## src/rtl/uart_pkg.sv

```systemverilog
// rtl/uart_pkg.sv - shared UART state encoding and baud timing helpers
package uart_pkg;

    typedef enum logic [1:0] {
        IDLE  = 2'b00,
        START = 2'b01,
        DATA  = 2'b10,
        STOP  = 2'b11
    } uart_state_t;

    function automatic int uart_cpb(input int clk_freq, input int baud_rate);
        return clk_freq / baud_rate;
    endfunction

    function automatic int uart_cnt_width(input int cpb);
        return $clog2(cpb + 1);
    endfunction

endpackage

```

## src/rtl/uart_rx_if.sv

```systemverilog
// rtl/uart_rx_if.sv - serial line and parallel word signals of the UART receiver
interface uart_rx_if #(
    parameter int DATA_WIDTH = 8
);
    logic                  rx;
    logic [DATA_WIDTH-1:0] dout;
    logic                  dout_valid;
    logic                  frame_err;
    logic                  rx_busy;

    modport master (
        output rx,
        input  dout,
        input  dout_valid,
        input  frame_err,
        input  rx_busy
    );

    modport slave (
        input  rx,
        output dout,
        output dout_valid,
        output frame_err,
        output rx_busy
    );
endinterface

```

## src/rtl/uart_rx_sync.sv

```systemverilog
// rtl/uart_rx_sync.sv - two-flop synchroniser with falling-edge detect
module uart_rx_sync (
    input  logic clk,
    input  logic rst,
    input  logic rx,
    output logic rx_s,
    output logic fall
);
    logic rx_meta;
    logic rx_q;

    // Reset to the idle level so a line already low at release reads as an edge.
    always_ff @(posedge clk) begin
        if (rst) begin
            rx_meta <= 1'b1;
            rx_s    <= 1'b1;
            rx_q    <= 1'b1;
        end else begin
            rx_meta <= rx;
            rx_s    <= rx_meta;
            rx_q    <= rx_s;
        end
    end

    assign fall = rx_q & ~rx_s;
endmodule

```

## src/rtl/uart_rx.sv

```systemverilog
// rtl/uart_rx.sv - LSB-first UART receiver with fixed-divider baud timing
module uart_rx
    import uart_pkg::*;
#(
    parameter int DATA_WIDTH = 8,
    parameter int CLK_FREQ   = 125_000_000,
    parameter int BAUD_RATE  = 9600,
    parameter int STOP_BITS  = 1
) (
    input  logic        clk,
    input  logic        rst,
    uart_rx_if.slave    bus
);
    localparam int CPB  = uart_cpb(CLK_FREQ, BAUD_RATE);
    localparam int HALF = CPB / 2;
    localparam int CW   = uart_cnt_width(CPB);
    localparam int BW   = $clog2(DATA_WIDTH + 3);

    if (CPB < 4) begin : g_cpb_check
        $error("uart_rx: CLK_FREQ/BAUD_RATE must be at least 4");
    end
    if (STOP_BITS < 1 || STOP_BITS > 2) begin : g_stop_check
        $error("uart_rx: STOP_BITS must be 1 or 2");
    end

    logic rx_s;
    logic fall;

    uart_rx_sync u_sync (
        .clk  (clk),
        .rst  (rst),
        .rx   (bus.rx),
        .rx_s (rx_s),
        .fall (fall)
    );

    uart_state_t           state,     state_n;
    logic [CW-1:0]         cycle_cnt, cycle_cnt_n;
    logic [BW-1:0]         bit_cnt,   bit_cnt_n;
    logic [DATA_WIDTH-1:0] shreg,     shreg_n;
    logic [DATA_WIDTH-1:0] dout_r,    dout_n;
    logic                  err,       err_n;
    logic                  valid_r,   valid_n;
    logic                  ferr_r,    ferr_n;
    logic [DATA_WIDTH:0]   shift_cat;

    always_ff @(posedge clk) begin
        if (rst) begin
            state     <= IDLE;
            cycle_cnt <= '0;
            bit_cnt   <= '0;
            shreg     <= '0;
            dout_r    <= '0;
            err       <= 1'b0;
            valid_r   <= 1'b0;
            ferr_r    <= 1'b0;
        end else begin
            state     <= state_n;
            cycle_cnt <= cycle_cnt_n;
            bit_cnt   <= bit_cnt_n;
            shreg     <= shreg_n;
            dout_r    <= dout_n;
            err       <= err_n;
            valid_r   <= valid_n;
            ferr_r    <= ferr_n;
        end
    end

    always_comb begin
        state_n     = state;
        cycle_cnt_n = cycle_cnt;
        bit_cnt_n   = bit_cnt;
        shreg_n     = shreg;
        dout_n      = dout_r;
        err_n       = err;
        valid_n     = 1'b0;
        ferr_n      = 1'b0;
        shift_cat   = {rx_s, shreg};

        case (state)
            IDLE: begin
                cycle_cnt_n = '0;
                bit_cnt_n   = '0;
                err_n       = 1'b0;
                if (fall) begin
                    state_n = START;
                end
            end
            START: begin
                if (cycle_cnt == CW'(HALF - 1)) begin
                    cycle_cnt_n = '0;
                    state_n     = rx_s ? IDLE : DATA;
                end else begin
                    cycle_cnt_n = cycle_cnt + CW'(1);
                end
            end
            DATA: begin
                if (cycle_cnt == CW'(CPB - 1)) begin
                    cycle_cnt_n = '0;
                    shreg_n     = shift_cat[DATA_WIDTH:1];
                    if (bit_cnt == BW'(DATA_WIDTH - 1)) begin
                        bit_cnt_n = '0;
                        state_n   = STOP;
                    end else begin
                        bit_cnt_n = bit_cnt + BW'(1);
                    end
                end else begin
                    cycle_cnt_n = cycle_cnt + CW'(1);
                end
            end
            STOP: begin
                if (cycle_cnt == CW'(CPB - 1)) begin
                    cycle_cnt_n = '0;
                    err_n       = err | ~rx_s;
                    // Leave at mid-stop so an immediately following start edge is not missed.
                    if (bit_cnt == BW'(STOP_BITS - 1)) begin
                        bit_cnt_n = '0;
                        state_n   = IDLE;
                        if (err || !rx_s) begin
                            ferr_n = 1'b1;
                        end else begin
                            valid_n = 1'b1;
                            dout_n  = shreg;
                        end
                    end else begin
                        bit_cnt_n = bit_cnt + BW'(1);
                    end
                end else begin
                    cycle_cnt_n = cycle_cnt + CW'(1);
                end
            end
            default: state_n = IDLE;
        endcase
    end

    assign bus.dout       = dout_r;
    assign bus.dout_valid = valid_r;
    assign bus.frame_err  = ferr_r;
    assign bus.rx_busy    = (state != IDLE);
endmodule

```

## src/flat_wrapper.sv

```systemverilog
// flat-port wrapper written by rule: the top's interface ports become plain ports
module uart_rx_flat import uart_pkg::*;
#(
    parameter int DATA_WIDTH = 8,
    parameter int CLK_FREQ   = 125_000_000,
    parameter int BAUD_RATE  = 9600,
    parameter int STOP_BITS  = 1
)
  (clk, rst, bus_rx, bus_dout, bus_dout_valid, bus_frame_err, bus_rx_busy);
  uart_rx_if #(.DATA_WIDTH(DATA_WIDTH)) bus_i ();
  input  logic clk;
  input  logic rst;
  input wire logic [$bits(bus_i.rx)-1:0] bus_rx;
  output wire logic [$bits(bus_i.dout)-1:0] bus_dout;
  output wire logic [$bits(bus_i.dout_valid)-1:0] bus_dout_valid;
  output wire logic [$bits(bus_i.frame_err)-1:0] bus_frame_err;
  output wire logic [$bits(bus_i.rx_busy)-1:0] bus_rx_busy;
  assign bus_i.rx = bus_rx;
  assign bus_dout = bus_i.dout;
  assign bus_dout_valid = bus_i.dout_valid;
  assign bus_frame_err = bus_i.frame_err;
  assign bus_rx_busy = bus_i.rx_busy;
  uart_rx #(.DATA_WIDTH(DATA_WIDTH), .CLK_FREQ(CLK_FREQ), .BAUD_RATE(BAUD_RATE), .STOP_BITS(STOP_BITS)) u_core (.clk(clk), .rst(rst), .bus(bus_i));
endmodule
```

## config.mk

```make
export PLATFORM = sky130hd
export DESIGN_NAME = uart_rx_flat
export DESIGN_NICKNAME = d
export VERILOG_FILES = /design/src/rtl/uart_pkg.sv /design/src/rtl/uart_rx_if.sv /design/src/rtl/uart_rx_sync.sv /design/src/rtl/uart_rx.sv /design/src/flat_wrapper.sv
export SDC_FILE = /design/constraint.sdc
export NUM_CORES = 1
export LEC_CHECK = 0
export CAP_MARGIN = 30
export CORE_UTILIZATION = 35
export DETAILED_ROUTE_END_ITERATION = 10
export HOLD_SLACK_MARGIN = 0.1
export PLACE_DENSITY_LB_ADDON = 0.05
export SLEW_MARGIN = 15
export SYNTH_ARGS = -nofsm -noshare
export SYNTH_HDL_FRONTEND = slang
export SYNTH_SLANG_ARGS = --single-unit
export TNS_END_PERCENT = 50
```

## constraint.sdc

```tcl
create_clock -name clk -period 6.7 [get_ports clk]
set_input_delay 1.34 -clock clk [delete_from_list [all_inputs] [get_ports clk]]
set_output_delay 1.34 -clock clk [all_outputs]
set_load 0.1 [all_outputs]
```

# After elaboration in Yosys (flattened, before gate mapping)
# Index checks and enable logic that the tools add are counted.
# Widths: inputs -> output; s select.
[totals]
reg_bits = 42
latch_bits = 0
ramBits = 0
mem_bits_ro = 0
in_bits = 3
output_inout_bits = 11
wordCells = 66
memories = 0
[op_classes]
add_sub_neg = 2
multipliers = 0
n_div = 0
magnitude_cmp = 0
eq_ne = 12
shifts = 0
muxes = 20
bitwise_logic = 7
n_reduce_logical = 14
[op_table]
columns = ["op", "count"]
rows = [
  ["$pmux 14 s3", 1],
  ["$mux 14", 2],
  ["$mux 4", 4],
  ["$add 14x1->14 const B", 1],
  ["$eq 14x13->1 const B", 1],
  ["$eq 14x14->1 const B", 1],
  ["$mux 2", 7],
  ["$ne 2x1->1 const B", 6],
  ["$pmux 4 s3", 1],
  ["$pmux 2 s4", 1],
  ["$reduce_and 6->1", 1],
  ["$not 1->1", 5],
  ["$add 4x1->4 const B", 1],
  ["$eq 2x2->1 const B", 2],
  ["$eq 4x3->1 const B", 1],
  ["$logic_not 4->1", 1],
  ["$reduce_and 2->1", 2],
  ["$reduce_and 4->1", 1],
  ["$reduce_bool 2->1", 2],
  ["$reduce_or 4->1", 1],
  ["$mux 1", 3],
  ["$reduce_and 3->1", 1],
  ["$reduce_bool 3->1", 1],
  ["$eq 2x1->1 const B", 1],
  ["7 further kinds", 7],
]

# Longest topological paths before layout
# Gate-level depths: netlist of the first run.
[depth]
word_depth = 4
depth_mapped = 7
depth_no_buf = 6

# Cells and area by module
# Synthesis of the first run repeated with hierarchy kept, for this count alone.
[unflattened]
cells_unflattened = 199
area_unflattened_um2 = 1844.3
[by_module_without_submodules]
columns = ["mod", "n_inst", "cells_per_inst", "area_each_um2", "seq_area_each_um2"]
rows = [
  ["uart_rx", 1, 192, 1759.2, 780.7],
  ["uart_rx_sync", 1, 7, 85.1, 60.1],
]

# Worst setup path before layout of the first run
# Ideal clock, no wire load.
[synth_timing]
kind = "register to output"
startpoint = "register u_core.state[0]"
endpoint = "output port bus_rx_busy"
arrival_ns = 1.433
setup_slack_ns = 3.927
path_stages_with_launch = 3
path_cell_list = "dfxtp_1 -> or2_2 -> clkbuf_1"
[synth_via]
elab_chain_len = 1
[synth_rtl]
columns = ["element", "line", "rtl"]
rows = [
  ["from (decl)", "uart_rx.sv:37", "uart_state_t state, state_n;"],
  ["from (signal assigned)", "uart_rx.sv:58", "state <= state_n;"],
  ["$reduce_bool 2->1", "uart_rx.sv:139", "assign bus.rx_busy = (state != IDLE);"],
  ["to (decl)", "flat_wrapper.sv:17", "output wire logic [$bits(bus_i.rx_busy)-1:0] bus_rx_busy;"],
]
# No other way between the ends.

# Worst setup path after layout of the first run
# Same ends and word-level chain as after synthesis.

==> results.toml, run 1 <==
[clock_tree]
clk_pin_slew_ps = 90
post_cts_resized = 0
post_cts_buffers = 0
clkSinkCount = 42
clock_path_buffers = 2
insertion_delay_ps = 300
root_buffer = "clkbuf_8"
h-tree-depth = 2
cts_made_buffers = 5
hold_buffers = 0
cts_tree = "yes"

[timing]
hold_viol = 0
final_max_slew_viol_count = 0
finalCriticalPeriod_ps = 3480
slew_headroom = 0.347
fin_setup_tns_ps = 0
fmax_ghz = 0.288
rsz0062_at_grt = "false"
worstMarginPinSlew_ps = 977
finalSetupViolations = 0
worst_clock_skew_ps = 6.34
whs_ps = 413
min_period_over_period = 0.519

[detailed_routing]
ant_nets = 0
dr.max_layer_used = "met4"
viasPerCell = 5.20
wl_um = 4000
vias = 1507
drt_iter0_drc = 67
wl_met3_um = 112
drc = 0
wire_per_inst_um = 13.8
met2_length_um = 1780
dr.pass1.iters = 4
wl_met1_um = 2050

[synth]
synth_top_flop_cell = "dfxtp_1"
yosys_warnings = 0
yosys-top-cells-count = "42 x dfxtp_1, 19 x nor2_1, 16 x nand4_1"
synth.most_common_cell = "dfxtp_1"
ys_seq_elements = 42
synthArstFlopShare = 0
yosysTopAreaCell = "dfxtp_1"
syn_area_um2 = 1920
syn_area_per_cell_um2 = 9.12
synth_top_area_frac = 0.439
synthTopCellsByArea = "dfxtp_1 44%, nand4_1 5.2%, mux2i_1 4.7%"
ys_seq_area_frac = 0.439
synth-edff-count = 0
syn_inst = 210
synthesis.nets = 217
synth_cell_types = 42

[grt]
grt_pass1_wl_um = 6820
grt_pass1_vias = 1417
grt_usage = 0.148
grt-ovfl-total = 0
antenna_found_initial = 0
grt_start_max_net_pins = 29

[run]
cap_violations = 0

[final_layout]
areaGrowthSynthToFinish_pct = 13.6
fillers = 533
layout-drive-gt1-share = 0.100
fin_cells = 290
ff_latch_area_um2 = 841
num_antenna_cells = 0
fin_area_um2 = 2180
multi_input_area_um2 = 995
layout.nets = 226

[placed_design]
place.gp.congestion = 0.728
io_buffers = 13
placed_cells = 282
placed_area_um2 = 2080
dp_hpwl_um = 2870

[floorplanning]
initial_core_util = 0.368
die_area_um2 = 5770
rows = 26
core_area_um2 = 5200
dieWidth_um = 76.0
ios = 14
die_y_um = 76.0

[worst_setup_path]
cp_data_arrival_time_ps = 2140
path_max_fanout = 8
crit_type = "flop to output port"
cp-end-kind = "output port"
cp_slowest_stage_delay_ps = 1140
slowest_stage = "clkdlybuf4s50_1"
required_ps = 5360
crit_path_cell_trace = "or2_2 > clkdlybuf4s50_1"
cp-start-kind = "flop"

[power]
irDropWorstVdd_uv = 102
powerDensity_nw_per_um2 = 201
power.static_leakage_uw = 0.000657

[run_status]
status = "complete, no violations"

[hold_path]
hold_class = "flop to flop"
==> path summary, 6_finish.rpt <==
kind	end	slack (ps)	cells past startpoint	from
max	bus_rx_busy	3220	2	u_core.state[0]$_SDFFE_PP0P_
min	u_core.u_sync.rx_s$_SDFF_PP1_	410	1	u_core.u_sync.rx_meta$_SDFF_PP1_
max reg2reg	u_core.cycle_cnt[8]$_SDFF_PP0_	4130	5	u_core.cycle_cnt[0]$_SDFF_PP0_
min reg2reg	u_core.u_sync.rx_s$_SDFF_PP1_	410	1	u_core.u_sync.rx_meta$_SDFF_PP1_
==> cell type report <==
| type | count | share of cell area |
|---|---|---|
| clock inverter | 3 | 0.0109 |
| multi-input combinational | 151 | 0.457 |
| timing repair buffer | 15 | 0.0667 |
| clock buffer | 5 | 0.0316 |
| tap | 70 | 0.0403 |
| inverter | 4 | 0.00690 |
| sequential | 42 | 0.386 |
==> flip-flops by register name (all words and copies together) (netlist names), named ones only <==
| signal | count |
|---|---|
| u_core.bus.dout_valid | 1 |
| u_core.u_sync.rx_s | 1 |
| u_core.bit_cnt | 4 |
| u_core.u_sync.rx_q | 1 |
| u_core.state | 1 |
| u_core.u_sync.rx_meta | 1 |
| u_core.cycle_cnt | 14 |
| u_core.bus.frame_err | 1 |
| u_core.err | 1 |
| u_core.shreg | 8 |
| u_core.bus.dout | 8 |
==> cells in the final DEF, fill, tap and decap left out, types with 2 or more instances in the layout <==
cell type | synthesis | routed
a21oi_1 | 13 | 13
and3_1 | 2 | 2
and4_1 | 2 | 2
buf_4 | 0 | 2
clkbuf_8 | 0 | 5
clkdlybuf4s50_1 | 0 | 13
clkinvlp_4 | 0 | 2
dfxtp_1 | 42 | 42
ha_1 | 4 | 4
inv_1 | 4 | 4
mux2i_1 | 9 | 9
nand2_1 | 10 | 10
nand2b_1 | 11 | 11
nand3_1 | 8 | 8
nand4_1 | 16 | 16
nor2_1 | 19 | 19
nor2b_1 | 5 | 5
nor3_1 | 2 | 2
nor4_1 | 4 | 4
nor4bb_1 | 2 | 2
o21ai_0 | 8 | 8
or2_2 | 4 | 4
or3b_2 | 2 | 2
xnor2_1 | 6 | 6
xor2_1 | 6 | 6
==> metal layers <==
metal  GRT usage  vias up
met2       0.231       21
met5           0        -
met3      0.0359        5
met4      0.0558        0
met1       0.198      716
li1            -      765
==> through the flow <==
step | util | power (uW) | worst slack (ps)
floorplan | - | 269 | 3930
global placement | 0.400 | 273 | 3300
detailed placement | 0.400 | 274 | 3170
CTS | 0.418 | 441 | 3210
global route | 0.418 | 458 | 3120
finish | 0.418 | 437 | 3220
==> cell families (layout without fill, tap and decap cells) <==
| logic type | after synthesis | count (layout) | synth area share |
|---|---|---|---|
| AND/OR/NAND/NOR | 99 | 99 | 0.311 |
| flip-flops | 42 | 42 | 0.439 |
| AO/OA/AOI/OAI | 27 | 27 | 0.0803 |
| buffers and inverters | 17 | 27 | 0.0418 |
| XOR/XNOR | 12 | 12 | 0.0549 |
| multiplexers | 9 | 9 | 0.0470 |
| adder cells (fa/ha/maj) | 4 | 4 | 0.0261 |
==> where the power goes <==
part           total [uW]  switching (uW)  internal, uW
combinational        15.8            10.0          5.77
clock                 169            94.5          74.5
sequential            252            1.40           251
total                 437             106           331
==> critical path, delay by kind of cell (launching register included) <==
kind | cells | cell delay, ps
buffers and inverters | 1 | 1140
flip-flops | 1 | 480
AND/OR/NAND/NOR | 1 | 220
Note: power is estimated with default switching activity, not from simulation.
==> inputs of run 2 (changes only) <==
==> constraint.sdc (replaced) <==
create_clock -name clk -period 3.3 [get_ports clk]
set_input_delay 0.66 -clock clk [delete_from_list [all_inputs] [get_ports clk]]
set_output_delay 0.66 -clock clk [all_outputs]
set_load 0.1 [all_outputs]
==> results.toml, run 2 (synthesized netlist as in run 1, its figures left out) <==
[run_status]
status = "complete, no violations"

[power]
power.share.clock = 0.425
powerDensity_nw_per_um2 = 433
pwr-share-seq = 0.540
combPwrFrac = 0.035
power.static_leakage_uw = 0.000705
netSwitchingFraction = 0.211
irDropWorstVdd_uv = 132
intPower_uw = 747
p_sw_uw = 200

[grt]
antenna_found_initial = 0
grt_usage = 0.149
grt_pass1_wl_um = 6930
grt-ovfl-total = 0
grt_pass1_vias = 1423
grt_start_max_net_pins = 21

[worst_setup_path]
path_max_fanout = 14
regToRegSetupSlack_ps = 900
r2r_end = "u_core.cycle_cnt[3]$_SDFF_PP0_"
required_ps = 3460
cp-start-kind = "flop"
worstReg2RegStart = "u_core.cycle_cnt[0]$_SDFF_PP0_"
crit_type = "flop to flop"
cp_data_arrival_time_ps = 2560
cp-end-kind = "flop"
cp-startpoint = "u_core.cycle_cnt[0]$_SDFF_PP0_"
reg2reg_depth = 5

[final_layout]
regMostFlops = "u_core.cycle_cnt"
areaGrowthSynthToFinish_pct = 14.2
fin_cells = 293
largest_reg_flops = 14
num_antenna_cells = 0
multi_input_area_um2 = 995
layout_common_cells = "42 x dfxtp_1, 19 x nor2_1, 16 x nand4_1, 16 x buf_4, 13 x a21oi_1"
ff_latch_area_um2 = 841
fillers = 511
fin_util = 0.420
final_common_cell = "dfxtp_1"
layout-drive-gt1-share = 0.157
layout.nets = 229

[floorplanning]
die_y_um = 76.0
initial_core_util = 0.368
core_area_um2 = 5200
dieWidth_um = 76.0
ios = 14
die_area_um2 = 5770
rows = 26

[timing]
slew_headroom = 0.648
final_max_slew_viol_count = 0
hold_viol = 0
rsz0062_at_grt = "false"
fmax_ghz = 0.417
worst_clock_skew_ps = 7.13
finalSetupViolations = 0
min_period_over_period = 0.727
fin_setup_tns_ps = 0
finalCriticalPeriod_ps = 2400
worstMarginPinSlew_ps = 527
whs_ps = 425

[placed_design]
place.gp.congestion = 0.787
dp_hpwl_um = 2790
placed_cells = 285
io_buffers = 13

[detailed_routing]
ant_nets = 0
viasPerCell = 5.06
wl_um = 3900
dr.pass1.iters = 4
drc = 0
wire_per_inst_um = 13.3
drt_iter0_drc = 55
vias = 1484

[clock_tree]
post_cts_buffers = 0
h-tree-depth = 2
cts_tree = "yes"
cts_made_buffers = 5
hold_buffers = 0
clk_pin_slew_ps = 80
insertion_delay_ps = 290
post_cts_resized = 0
root_buffer = "clkbuf_8"
clkSinkCount = 42
clock_path_buffers = 2

[hold_path]
hold_class = "flop to flop"
holdPathStages = 1
min_from = "u_core.u_sync.rx_meta$_SDFF_PP1_"
holdPathEnd = "u_core.u_sync.rx_s$_SDFF_PP1_"

[run]
cap_violations = 0
==> run 2: changes by cell type in the layout (fill, tap and decap cells not counted), sizes merged <==
cell / previous run / this run
bufinv: 0 / 1
clkdlybuf4s50: 13 / 2
clkbuf: 5 / 6
buf: 2 / 16
inv: 5 / 4
clkinvlp: 2 / 1
==> run 2: final cells by class <==
class                      instances  area share
clock buffer                       6      0.0332
multi-input combinational        151       0.455
inverter                           4     0.00686
clock inverter                     2      0.0172
timing repair buffer              18      0.0640
tap                               70      0.0400
sequential                        42       0.384
==> run 2: critical path: stages (launching register included) <==
cell and delay, ps:
dfxtp_1 400, ha_1 160, or4b_2 580, nor4_1 510
o32a_1 530, nor2_1 90
==> run 2: metrics by stage <==
stage	cell area, um^2	setup WS (ps)	total power, uW
after floorplan	1920	1190	547
after global placement	2080	937	557
after detailed placement	2080	851	557
after CTS	2190	832	964
after global routing	2190	608	994
final	2190	903	947
==> run 2: per-layer routing <==
metal / part of all wire / track usage / routed length [um]
met1: 0.51 / 0.208 / 2000
met2: 0.45 / 0.217 / 1740
met3: 0.028 / 0.0371 / 108
met4: 0.012 / 0.0596 / 48
met5: 0 / 0 / 0
==> run 2: worst max path at each step <==
stage	endpoint	slack (ps)	cells past startpoint
2_1_floorplan	u_core.cycle_cnt[12]$_SDFF_PP0_	1190	6
5_1_grt	u_core.cycle_cnt[12]$_SDFF_PP0_	610	5
4_1_cts	u_core.cycle_cnt[3]$_SDFF_PP0_	830	5
3_5_place_dp	u_core.cycle_cnt[11]$_SDFF_PP0_	850	5
6_report	u_core.cycle_cnt[3]$_SDFF_PP0_	900	5
3_3_place_gp	u_core.cycle_cnt[4]$_SDFF_PP0_	940	5
==> run 2: power groups by stage <==
stage | clock [uW] | sequential, uW | combinational, uW
5_1_grt | 446 | 512 | 36.5
2_1_floorplan | 0 | 523 | 24.1
4_1_cts | 419 | 512 | 33.3
3_3_place_gp | 0 | 524 | 33.2
3_5_place_dp | 0 | 524 | 33.3
6_report | 402 | 512 | 33.1
